--- src/rtl/mem_read_arbiter.sv ---
// Arbitrates the shared memory read port between instruction fetch (I) and data (D),
// tracking in-flight read owners in an in-order tag FIFO. Define MEM_ARB_ROUND_ROBIN_EN for round-robin arbitration.
module mem_read_arbiter #(
  parameter int MAX_OUT      = 4,
  parameter int STARVE_LIMIT = 3
) (
  input  logic        clk,
  input  logic        reset,
  input  logic        i_req,
  input  logic [15:0] i_addr,
  output logic        i_gnt,
  output logic        i_rvalid,
  output logic [15:0] i_raddr,
  output logic [15:0] i_rdata,
  input  logic        i_flush,
  input  logic        d_req,
  input  logic [15:0] d_addr,
  output logic        d_gnt,
  output logic        d_rvalid,
  output logic [15:0] d_raddr,
  output logic [15:0] d_rdata,
  output logic        mem_re,
  output logic [15:0] mem_raddr,
  input  logic        mem_ready,
  input  logic [15:0] mem_addr_out,
  input  logic [15:0] mem_data_out,
  output logic        err
);

  localparam int PTR_W = $clog2(MAX_OUT);
  localparam logic [PTR_W:0]   MAX_CNT = (PTR_W+1)'(MAX_OUT);
  localparam logic [PTR_W:0]   CNT_ONE = (PTR_W+1)'(1);
  localparam logic [PTR_W-1:0] PTR_ONE = PTR_W'(1);

  logic [PTR_W-1:0]   rd_ptr_r;
  logic [PTR_W-1:0]   wr_ptr_r;
  logic [PTR_W:0]     count_r;
  logic [MAX_OUT-1:0] owner_r;
  logic [MAX_OUT-1:0] kill_r;
  logic [MAX_OUT-1:0] owner_nxt_s;
  logic [MAX_OUT-1:0] kill_nxt_s;
  logic               can_issue_s;
  logic               push_s;
  logic               pop_s;
  logic               head_owner_s;
  logic               head_kill_s;
  logic               resp_ok_s;
  logic               i_gnt_s;
  logic               d_gnt_s;
  logic               err_r;
  logic               i_rvalid_r;
  logic               d_rvalid_r;
  logic [15:0]        i_raddr_r;
  logic [15:0]        i_rdata_r;
  logic [15:0]        d_raddr_r;
  logic [15:0]        d_rdata_r;

`ifdef MEM_ARB_ROUND_ROBIN_EN
  logic last_winner_r;
`else
  localparam int SW = $clog2(STARVE_LIMIT + 1);
  localparam logic [SW-1:0] STARVE_MAX = SW'(STARVE_LIMIT);
  logic [SW-1:0] starve_r;
  logic          force_i_s;
`endif

  // FIFO occupancy and head decode; a pop frees a slot for this cycle's grant
  always_comb begin
    can_issue_s  = (count_r < MAX_CNT) || mem_ready;
    pop_s        = mem_ready && (count_r != '0);
    head_owner_s = owner_r[rd_ptr_r];
    head_kill_s  = kill_r[rd_ptr_r] | (i_flush & ~head_owner_s);
    resp_ok_s    = pop_s & ~head_kill_s;
  end

`ifdef MEM_ARB_ROUND_ROBIN_EN
  // Round-robin grant: on contention the requester that did not win last is served
  always_comb begin
    i_gnt_s = 1'b0;
    d_gnt_s = 1'b0;
    if (!reset && can_issue_s) begin
      if (i_req && !i_flush && d_req) begin
        if (last_winner_r) begin
          i_gnt_s = 1'b1;
        end else begin
          d_gnt_s = 1'b1;
        end
      end else if (i_req && !i_flush) begin
        i_gnt_s = 1'b1;
      end else if (d_req) begin
        d_gnt_s = 1'b1;
      end else begin
        i_gnt_s = 1'b0;
      end
    end else begin
      d_gnt_s = 1'b0;
    end
  end
`else
  // Fixed D priority with a starvation escape for I
  always_comb begin
    i_gnt_s   = 1'b0;
    d_gnt_s   = 1'b0;
    force_i_s = (starve_r == STARVE_MAX);
    if (!reset && can_issue_s) begin
      d_gnt_s = d_req & ~force_i_s;
      i_gnt_s = i_req & ~i_flush & (~d_req | force_i_s);
    end else begin
      d_gnt_s = 1'b0;
    end
  end
`endif

  assign push_s    = i_gnt_s | d_gnt_s;
  assign i_gnt     = i_gnt_s;
  assign d_gnt     = d_gnt_s;
  assign mem_re    = push_s;
  assign mem_raddr = d_gnt_s ? d_addr : i_addr;

  // Next tag contents: flush kills every I entry, then the new grant is written
  always_comb begin
    owner_nxt_s = owner_r;
    kill_nxt_s  = kill_r;
    if (i_flush) begin
      kill_nxt_s = kill_r | ~owner_r;
    end else begin
      kill_nxt_s = kill_r;
    end
    if (push_s) begin
      owner_nxt_s[wr_ptr_r] = d_gnt_s;
      kill_nxt_s[wr_ptr_r]  = 1'b0;
    end else begin
      owner_nxt_s = owner_r;
    end
  end

  // Tag FIFO storage, pointers and occupancy
  always_ff @(posedge clk or posedge reset) begin
    if (reset) begin
      rd_ptr_r <= '0;
      wr_ptr_r <= '0;
      count_r  <= '0;
      owner_r  <= '0;
      kill_r   <= '0;
    end else begin
      owner_r <= owner_nxt_s;
      kill_r  <= kill_nxt_s;
      if (push_s) wr_ptr_r <= wr_ptr_r + PTR_ONE;
      else        wr_ptr_r <= wr_ptr_r;
      if (pop_s)  rd_ptr_r <= rd_ptr_r + PTR_ONE;
      else        rd_ptr_r <= rd_ptr_r;
      case ({push_s, pop_s})
        2'b10:   count_r <= count_r + CNT_ONE;
        2'b01:   count_r <= count_r - CNT_ONE;
        default: count_r <= count_r;
      endcase
    end
  end

  // Response routing one cycle after mem_ready; data holds between pulses
  always_ff @(posedge clk or posedge reset) begin
    if (reset) begin
      i_rvalid_r <= 1'b0;
      d_rvalid_r <= 1'b0;
      i_raddr_r  <= 16'h0000;
      i_rdata_r  <= 16'h0000;
      d_raddr_r  <= 16'h0000;
      d_rdata_r  <= 16'h0000;
      err_r      <= 1'b0;
    end else begin
      i_rvalid_r <= resp_ok_s & ~head_owner_s;
      d_rvalid_r <= resp_ok_s & head_owner_s;
      if (resp_ok_s && !head_owner_s) begin
        i_raddr_r <= mem_addr_out;
        i_rdata_r <= mem_data_out;
      end else begin
        i_raddr_r <= i_raddr_r;
        i_rdata_r <= i_rdata_r;
      end
      if (resp_ok_s && head_owner_s) begin
        d_raddr_r <= mem_addr_out;
        d_rdata_r <= mem_data_out;
      end else begin
        d_raddr_r <= d_raddr_r;
        d_rdata_r <= d_rdata_r;
      end
      err_r <= err_r | (mem_ready && (count_r == '0));
    end
  end

`ifdef MEM_ARB_ROUND_ROBIN_EN
  // Remember the most recent winner (reset favours I by recording D)
  always_ff @(posedge clk or posedge reset) begin
    if (reset) begin
      last_winner_r <= 1'b1;
    end else if (d_gnt_s) begin
      last_winner_r <= 1'b1;
    end else if (i_gnt_s) begin
      last_winner_r <= 1'b0;
    end else begin
      last_winner_r <= last_winner_r;
    end
  end
`else
  // Count consecutive denied I cycles; a flush cycle neither counts nor clears
  always_ff @(posedge clk or posedge reset) begin
    if (reset) begin
      starve_r <= '0;
    end else if (i_gnt_s || !i_req) begin
      starve_r <= '0;
    end else if (!i_flush && (starve_r != STARVE_MAX)) begin
      starve_r <= starve_r + SW'(1);
    end else begin
      starve_r <= starve_r;
    end
  end
`endif

  assign i_rvalid = i_rvalid_r;
  assign d_rvalid = d_rvalid_r;
  assign i_raddr  = i_raddr_r;
  assign i_rdata  = i_rdata_r;
  assign d_raddr  = d_raddr_r;
  assign d_rdata  = d_rdata_r;
  assign err      = err_r;

endmodule

--- config.mk ---
export PLATFORM = sky130hd
export DESIGN_NAME = mem_read_arbiter
export DESIGN_NICKNAME = d
export VERILOG_FILES = /design/src/rtl/mem_read_arbiter.sv
export SDC_FILE = /design/constraint.sdc
export NUM_CORES = 1
export LEC_CHECK = 0
export ABC_AREA = 1
export CAP_MARGIN = 0
export CORE_UTILIZATION = 35
export CTS_BUF_LIST = sky130_fd_sc_hd__clkbuf_4
export CTS_CLUSTER_SIZE = 14
export DETAILED_ROUTE_END_ITERATION = 16
export DONT_BUFFER_PORTS = 1
export SLEW_MARGIN = 20
export SYNTH_ARGS = -nofsm -noshare
export SYNTH_HDL_FRONTEND = slang
export SYNTH_SLANG_ARGS = --single-unit
--- constraint.sdc ---
create_clock -name clk -period 2.99 [get_ports clk]
set_input_delay 0.598 -clock clk [delete_from_list [all_inputs] [get_ports clk]]
set_output_delay 0.598 -clock clk [all_outputs]
set_load 0.01 [all_outputs]
==> results.md <==
* Hold Buf Count CTS at 0
* CTS tree: done
* Crit. End Element: output port
* Overall Global Routing Usage at 0.163
* Leakage at 2.23 nW
* WL/cell at 15.6 um
* Clock Sinks at 84
* TritonCTS Buffers at 9
* Biggest area consumer among synthesized cells: dfrtp_1
* GP Congestion at 0.764
* Most frequent cells in the layout: 198 x nand2_1, 84 x dfrtp_1, 70 x nand3_1
* Number of fillers in the final layout at 1058
* Total Neg Setup Slack at 0 ns
* Die W at approximately 110 um
* R2R Setup Slk at 0.96 ns
* Clock Skews at 0.0152 ns
* Worst r2r path cells at 8
* Initial DRC count at 223
* Worst hold path type: in2async
* DRC at 0
* Flops & latches, synth at 84
* R2R Path End: count_r[1]
* Max cap viols at 0
* Max frequency at 400 MHz
* Syn_area_per_cell at around 8.6 um^2
* # setup viols final at 0
* Clock transition at path regs at around 0.13 ns
* IO Pins at 156
* Initial Util at 0.367
* Unrepaired setup endpoints after global routing: false
* Warnings, synthesis at 0
* Synth Cell Area at ~3900 um^2
* Post-cts gate resize count at 0
* Status: completed
* Register area share after synthesis at 0.545
* Largest net degree at the start of global routing at 55
* Syn Inst Count at 450
* Initial antenna violation count at 0
* Power Density at 1040 nW/um^2
* Crit path launch type: flip-flop
* DR vias/cell at 5.04
* Final #Nets at 520
* Clock Tree Buf Depth at 2
* Synth unique cells at 23
* Tcrit/Tclk final at 0.836
* Setup CP Type: reg2out
* Share of layout cells above drive strength 1 at 0.0737
* Worst Tran Pin Value at 0.940 ns
* Peak supply drop at 0.000367 V
* HPWL after DPL at 6370 um
* CORE AREA at 10500 um^2
* Layout area overhead at 5.36%
* Top cells by area, synth: dfrtp_1 55%, nand2_1 19%, nand3_1 9.1%
* Most common cell after layout, fill and taps aside: nand2_1
* Clk_lat worst skew at approximately 0.43 ns
* Via count at 2942
* Post-Syn Nets at 527
* Synth top area share at 0.545
* Vias in the first global route at roughly 2.9k
* DIE HEIGHT at 107 um
* WP data arrival at 1.90 ns
* Total iterations of the first detailed-routing run at 4
* Hold Worst Slack at 0.218 ns
* Dpl cells at around 570
* H-tree depth at 3
* DIE AREA at 11400 um^2
* First-pass GRT wire length at 14200 um
* Postcts setup bufs at 0
* Final hold violation count at 0
* Final ANT Viol Nets at 0
* Final WL at 9110 um
* Post-route insts no fill at 584
* Slew headroom at 0.373
* Rows at 37
* Crit Path Max Fanout at 17
* Ant diodes at 0
* Worst r2r src: starve_r[0]
* Crit path time final at 2.50 ns
* CTS root buf: clkbuf_4
* Grt ovf at 0
* Final Max Tran Viols at 0
* CP required at 2.39 ns
* IO Port Bufs at 0
worst max-delay path: stages (launching register included):
cell	delay, ns
dfrtp_1	0.42
ha_1	0.23
nor2_1	0.25
nand2_1	0.14
inv_2	0.25
nand2_1	0.09
nand2_1	0.12
flip-flops by register name, summed over array words and instances, names as in the netlist:
register  flops
kill_r        4
i_rdata      16
i_rvalid      1
d_rvalid      1
count_r       3
wr_ptr_r      2
i_raddr      16
d_raddr      16
rd_ptr_r      2
starve_r      2
d_rdata      16
err           1
owner_r       4
synthesized netlist by cell type:
cell / instances
nand2_4: 3
inv_1: 25
inv_2: 3
o21ai_1: 1
buf_2: 7
nor2_1: 6
buf_4: 5
nand3_1: 70
clkbuf_1: 2
dfrtp_1: 84
fa_1: 1
buf_8: 1
o21a_1: 1
xnor2_1: 2
nand2_1: 198
buf_6: 9
a21oi_1: 11
o21ai_0: 7
nor2_8: 2
o21bai_1: 1
nand2_2: 2
xor2_1: 3
ha_1: 6
report_power, final:
part           total (W)  internal, W  switching [W]
clock network   0.000836     0.000435       0.000401
logic            0.00127     0.000379       0.000895
registers        0.00213      0.00160       0.000530
layout make-up:
type | count | area, um^2 | share of cell area
Timing Repair Buffer | 6 | 45.0 | 0.0111
Tap cell | 136 | 170 | 0.0419
Inverter | 28 | 106 | 0.0262
Multi-Input combinational cell | 314 | 1450 | 0.357
Clock buffer | 10 | 75.1 | 0.0185
Clock inverter | 6 | 111 | 0.0274
Sequential cell | 84 | 2100 | 0.518
cell families after synthesis:
kind of cell | Yosys count | share of synthesized area
simple gates | 281 | 0.312
flops | 84 | 0.545
buf+inv | 52 | 0.0782
compound gates | 21 | 0.0286
fa+ha+maj | 7 | 0.0247
xor+xnor | 5 | 0.0114
worst max path at each step:
| stage | start | endpoint | slack (ns) |
|---|---|---|---|
| after global placement | d_req | count_r[2] | 0.93 |
| final | starve_r[0] | mem_raddr[9] | 0.49 |
| after floorplan | reset | count_r[0] | 0.23 |
| after global routing | starve_r[0] | mem_raddr[2] | 0.31 |
| after CTS | starve_r[0] | mem_raddr[6] | 0.40 |
| after detailed placement | starve_r[0] | mem_raddr[6] | 0.91 |
layer usage:
| metal | up-vias | global-route usage | part of all wire |
|---|---|---|---|
| li1 | 1394 | - | - |
| met1 | 1395 | 0.173 | 0.38 |
| met2 | 144 | 0.281 | 0.50 |
| met3 | 9 | 0.0650 | 0.11 |
| met4 | 0 | 0.0773 | 0.012 |
| met5 | - | 0 | 0 |
metrics by stage:
step	instance area [um^2]	power, W	worst slack, ns	utilization
finish	4060	0.00424	0.490	0.386
global placement	3870	0.00340	0.933	0.369
CTS	4060	0.00430	0.402	0.386
floorplan	3850	0.00320	0.227	-
global route	4060	0.00457	0.309	0.386
detailed placement	3870	0.00346	0.912	0.369
(Power assumes the default switching activity.)
